$ cat src/rtl/packet_parity_accum.sv
// Accumulates the XOR parity and beat count of a valid/ready packet stream and
// emits one registered result per packet, with a one-entry output holding stage.
module packet_parity_accum #(
  parameter int WIDTH = 8,
  parameter int CNT_W = 8,
  parameter int ODD   = 0
) (
  input  logic             clk,
  input  logic             aresetn,
  input  logic             in_valid,
  output logic             in_ready,
  input  logic [WIDTH-1:0] in_data,
  input  logic             in_last,
  output logic             out_valid,
  input  logic             out_ready,
  output logic             out_parity,
  output logic [CNT_W-1:0] out_beats,
  output logic             out_overflow
);

  // Handshake: a beat transfers on a rising edge where in_valid && in_ready.
  // A result transfers on a rising edge where out_valid && out_ready. in_ready
  // is combinational so a consumed result can be replaced on the same edge.

  localparam logic [CNT_W-1:0] CNT_MAX = {CNT_W{1'b1}};
  localparam logic             ODD_BIT = (ODD != 0);

  logic             acc;
  logic             ovf;
  logic [CNT_W-1:0] cnt;

  logic             accept;
  logic             beat_par;
  logic             cnt_full;
  logic [CNT_W-1:0] cnt_next;

  assign in_ready = !out_valid || out_ready;
  assign accept   = in_valid && in_ready;
  assign beat_par = ^in_data;
  assign cnt_full = (cnt == CNT_MAX);
  assign cnt_next = cnt_full ? cnt : cnt + CNT_W'(1);

  // Running state of the packet in progress; cleared on its last beat.
  always_ff @(posedge clk or negedge aresetn) begin
    if (!aresetn) begin
      acc <= 1'b0;
      cnt <= '0;
      ovf <= 1'b0;
    end else if (accept) begin
      if (in_last) begin
        acc <= 1'b0;
        cnt <= '0;
        ovf <= 1'b0;
      end else begin
        acc <= acc ^ beat_par;
        cnt <= cnt_next;
        ovf <= ovf | cnt_full;
      end
    end
  end

  // Result register: a new result overwrites one being consumed on the same edge.
  always_ff @(posedge clk or negedge aresetn) begin
    if (!aresetn) begin
      out_valid    <= 1'b0;
      out_parity   <= 1'b0;
      out_beats    <= '0;
      out_overflow <= 1'b0;
    end else if (accept && in_last) begin
      out_valid    <= 1'b1;
      out_parity   <= acc ^ beat_par ^ ODD_BIT;
      out_beats    <= cnt_next;
      out_overflow <= ovf | cnt_full;
    end else if (out_ready) begin
      out_valid    <= 1'b0;
    end
  end

endmodule

$ cat config.mk
export PLATFORM = sky130hd
export DESIGN_NAME = packet_parity_accum
export DESIGN_NICKNAME = d
export VERILOG_FILES = /design/src/rtl/packet_parity_accum.sv
export SDC_FILE = /design/constraint.sdc
export NUM_CORES = 1
export LEC_CHECK = 0
export ABC_AREA = 1
export BUFFER_PORTS_ARGS = -buffer_cell sky130_fd_sc_hd__buf_2
export CORE_ASPECT_RATIO = 1.75
export CORE_MARGIN = 3
export CORE_UTILIZATION = 46
export DETAILED_ROUTE_END_ITERATION = 10
export GPL_ROUTABILITY_DRIVEN = 0
export PLACE_DENSITY_LB_ADDON = 0.3
export RECOVER_POWER = 100
export SLEW_MARGIN = 40
export SYNTH_ARGS = -nofsm -noshare
export SYNTH_HDL_FRONTEND = slang
export SYNTH_SLANG_ARGS = --single-unit
$ cat constraint.sdc
create_clock -name clk -period 1.8 [get_ports clk]
set_input_delay 0.18 -clock clk [delete_from_list [all_inputs] [get_ports clk]]
set_output_delay 0.18 -clock clk [all_outputs]
set_load 0.05 [all_outputs]
# == Word-level counts from Yosys, hierarchy flattened ==
# Index checks and enable logic that the tools add are counted.
# word_totals
inputBits,13
reg_bits,21
out_inout_bits,12
# op_classes
reduce_logical,6
bitwise,2
eq_ne,1
n_mux,6
addsub,1
# op_table
cell,count
$mux 8,2
$add 8x1->8 const B,1
$eq 8x8->1 const B,1
$reduce_xor 8->1,1
$mux 1,4
$logic_and 1x1->1,2
$reduce_bool 2->1,1
$logic_not 1->1,1
$logic_or 1x1->1,1
$or 1x1->1,1
$xor 1x1->1,1

# == Longest topological paths before layout ==
# logic_depth
word_depth,5
mapped_depth,9
ltp_nobuf,9

# == Least setup slack after synthesis ==
# Ideal clock, no wire load.
# synth_path
kind,flip-flop to flip-flop
start,reg out_valid
end,reg out_beats[0]
path_buffers,0
required_time_ps,1681
stages_incl_launch_ff,8
path_slack_ps,-92
setup_ps,119
arrival_ps,1773
path_cell_list,dfrtp_1 nand2_1 nand2_4 inv_2 nand2_4 clkinv_1 nand3_1 nand2_1
# synth_between
elab_chain_len,4
# synth_rtl
element,line,source
"start, declared",14,"output logic out_valid,"
"start signal, assigned",65,out_valid <= 1'b0;
"start signal, assigned",70,out_valid <= 1'b1;
"start signal, assigned",75,out_valid <= 1'b0;
$logic_not 1->1,37,assign in_ready = !out_valid || out_ready;
$logic_or 1x1->1,37,
via in_ready,11,"output logic in_ready,"
$logic_and 1x1->1,38,assign accept = in_valid && in_ready;
$logic_and 1x1->1,69,end else if (accept && in_last) begin
"end signal, assigned",72,out_beats <= cnt_next;
"end, declared",17,"output logic [CNT_W-1:0] out_beats,"
# The timed path passes the listed nets, and every way through them passes these cells.
# A chain may end at the register's enable or synchronous reset.

# == Worst setup path in the final report ==
# layout_path
start,reg out_valid
end,reg out_beats[1]
# layout_between
elab_chain_len,4
# layout_rtl
element,line
$logic_not 1->1,37
$logic_or 1x1->1,37
$logic_and 1x1->1,38
$logic_and 1x1->1,69
# Every way passes these cells.

==> flow_metrics.py <==
metrics = {
    "logic_synthesis": {
        "synth_cells": 173,
        "synth_warnings": 0,
        "synth_top_family_by_area": "simple AND/OR/NAND/NOR gates",
        "synthesis.area_sq_mm": 0.00120,
        "synth_simple_gate_area_frac": 0.409,
        "ys_ff_latch": 21,
        "synthMuxAreaShare": 0,
        "synthDistinctLibCells": 19,
        "synth_compound_area_frac": 0.0519,
        "synth_xor_area_frac": 0.00727,
        "syn_avg_cell_area_sq_um": 6.96,
        "synthAdderAreaFrac": 0.0104,
        "ys_seq_area_frac": 0.436,
        "synthesis.nets": 187,
    },
    "setup_path": {
        "cp_data_required_time_ps": 1950,
        "reg2reg_depth": 7,
        "timing.rr.start": "out_valid",
        "cpPeakStageDelay_ps": 350,
        "path_cells": "nand2_1 -> nand2_1 -> inv_2 -> nand2_4 -> clkinv_1 -> nand3_1 -> nand2_1",
        "cp-start-kind": "flop",
        "r2r-end": "out_beats[1]",
        "end_kind": "flop",
        "r2r_slack_ps": 290,
        "crit_top_cell": "nand2_1",
        "crit_path_top_delay_cell": "dfrtp_1",
        "worstSetupPathType": "reg2reg",
        "cp_max_fo": 14,
        "cp_data_arrival_time_ps": 1660,
    },
    "cts": {
        "numCtsBuffers": 3,
        "ctsLongestPathBuffers": 2,
        "worstSkewPairLatency_ps": 260,
        "cts_tree": "done",
        "post_cts_buffers": 0,
        "post_cts_resized": 0,
        "cts.sinks": 21,
        "cts.clk_slew.worst_paths_ps": 80,
        "htreeDepth": 1,
        "cts_root_buffer": "clkbuf_8",
        "ctsHoldBuffers": 1,
    },
    "job": {
        "cap_viol_max_count": 0,
    },
    "detailed_routing": {
        "drt.antenna.violating_nets": 0,
        "drc_errors": 0,
        "drt_first_pass_iters": 4,
        "vias": 1144,
        "drt_first_iter_violations": 14,
        "avgRoutedWirePerCell_um": 11.6,
        "via_per_inst": 5.06,
        "wl_mm": 2.63,
    },
    "timing": {
        "relSlewSlack": 0.267,
        "max_freq_mhz": 663,
        "worst_pin_slew_ps": 1100,
        "period_share": 0.838,
        "setup-violations-final": 0,
        "drv_slew": 0,
        "fin_skew_ps": 3.46,
        "whs_ps": 201,
        "setup_tns_ps": 0,
        "hold_violations": 0,
        "setup_slack_ps": 291,
        "rsz0062_at_grt": "false",
        "fin_crit_ps": 1510,
    },
    "min_path": {
        "whs_path_depth": 4,
        "hp-class": "in2reg",
        "hp-start": "out_ready",
        "hold-path-endpoint": "out_valid",
    },
    "die": {
        "core_sq_mm": 0.00239,
        "start_util": 0.504,
        "pin_count": 25,
        "rows": 23,
        "die_h_um": 73.7,
        "die-area_sq_mm": 0.00329,
        "die-width_um": 44.7,
    },
    "status": {
        "status": "complete, no violations",
    },
    "place": {
        "dp_hpwl_mm": 2.14,
        "portBuffers": 24,
        "dpl_worst_slack_ps": 346,
    },
    "global_route": {
        "grt_max_degree": 22,
        "grt-ovfl-total": 0,
        "grt.total_usage": 0.196,
        "grt_pass1_vias": 1204,
        "grt_pass1_wl_mm": 4.84,
        "antenna_found_initial": 0,
    },
    "finish": {
        "fill_cells": 222,
        "area_growth_pct": 14.2,
        "drive_gt1_frac": 0.114,
        "nets": 216,
        "antenna_cells": 0,
    },
    "power_and_ir_drop": {
        "power_density_mw_per_mm2": 835,
        "irDropWorstVdd_mv": 0.485,
        "leakagePower_uw": 0.000797,
    },
}
metrics by stage:
step / area (sq um) / util / total power (uW) / std cells
finish: 1380 / 0.576 / 1150 / 226
global route: 1380 / 0.576 / 1220 / 226
CTS: 1410 / 0.590 / 1170 / 226
detailed placement: 1350 / 0.567 / 860 / 221
global placement: 1350 / 0.567 / 852 / 221
floorplan: 1210 / - / 770 / 173
critical path: cells and delay by family, from the launching register on:
kind	cells	cell delay, ps
buffers and inverters	2	350
DFF	1	350
and+or+nand+nor	5	700
state kept, by name, summed over array words and instances (netlist names):
signal / flops
out_parity: 1
acc: 1
out_overflow: 1
out_valid: 1
cnt: 8
out_beats: 8
ovf: 1
how the worst max path moves through the flow:
| stage | start | to | slack (ps) | depth (start not counted) |
|---|---|---|---|---|
| after floorplan | out_valid | out_beats[0] | 100 | 7 |
| final | out_valid | out_beats[1] | 290 | 7 |
| after detailed placement | cnt[0] | out_beats[1] | 350 | 8 |
| after global routing | cnt[0] | out_overflow | 140 | 7 |
| after global placement | cnt[0] | cnt[0] | 390 | 8 |
| after CTS | cnt[0] | out_beats[1] | 340 | 8 |
placed cells by master, fill, tap and decap left out:
cell type / count
nand2_1: 81
inv_1: 23
dfrtp_1: 21
nand3_1: 20
clkbuf_1: 13
buf_2: 11
o21ai_0: 10
nor2_1: 4
clkbuf_8: 3
nand2_2: 2
inv_2: 2
nor2_4: 1
nand3_4: 1
nor2_2: 1
nand2_4: 1
clkinv_1: 1
a21oi_1: 1
xnor2_1: 1
nand3b_1: 1
ha_1: 1
clkinv_2: 1
dlygate4sd3_1: 1
cell families after synthesis:
| family | count (synthesis) |
|---|---|
| adders and majority gates | 1 |
| AOI/OAI and AO/OA | 11 |
| and+or+nand+nor | 112 |
| buffers and inverters | 27 |
| DFF | 21 |
| xor gates and xnor gates | 1 |
metal layers:
metal | global-route usage | share of wire | wire [um] | vias to the layer above
li1 | - | - | - | 589
met1 | 0.195 | 0.38 | 1010 | 525
met5 | 0 | 0 | 0 | -
met4 | 0.104 | 0.027 | 70 | 0
met3 | 0.0245 | 0.028 | 74 | 6
met2 | 0.370 | 0.56 | 1470 | 24
where the power goes:
part           internal, uW  total (uW)  leakage (uW)  switching (uW)
Sequential              511         543      0.000284            31.3
Clock                   154         311     0.0000255             157
Combinational          74.6         295      0.000488             221
layout make-up:
cell class	count	area, sq um	share of cell area
Tap cell	25	31.3	0.0227
Clock buffer	3	41.3	0.0300
Timing Repair Buffer	25	114	0.0827
Clock inverter	1	5.00	0.00364
Multi-Input combinational cell	125	562	0.408
Inverter	26	97.6	0.0709
Sequential cell	21	526	0.382
synth_stat cells:
master,instances,area (sq um)
nor2_2,1,6.26
inv_1,22,82.6
ha_1,1,12.5
buf_2,1,5.00
nand3b_1,1,7.51
nor2_4,1,11.3
inv_2,3,11.3
nand2_2,2,12.5
nand3_4,1,17.5
nand3_1,20,100
nand2_1,80,300
dfrtp_1,21,526
clkinv_1,1,3.75
xnor2_1,1,8.76
o21ai_2,1,8.76
nand2_4,2,22.5
o21ai_0,9,45.0
nor2_1,4,15.0
a21oi_2,1,8.76
Power figures use the tool's default switching activity.
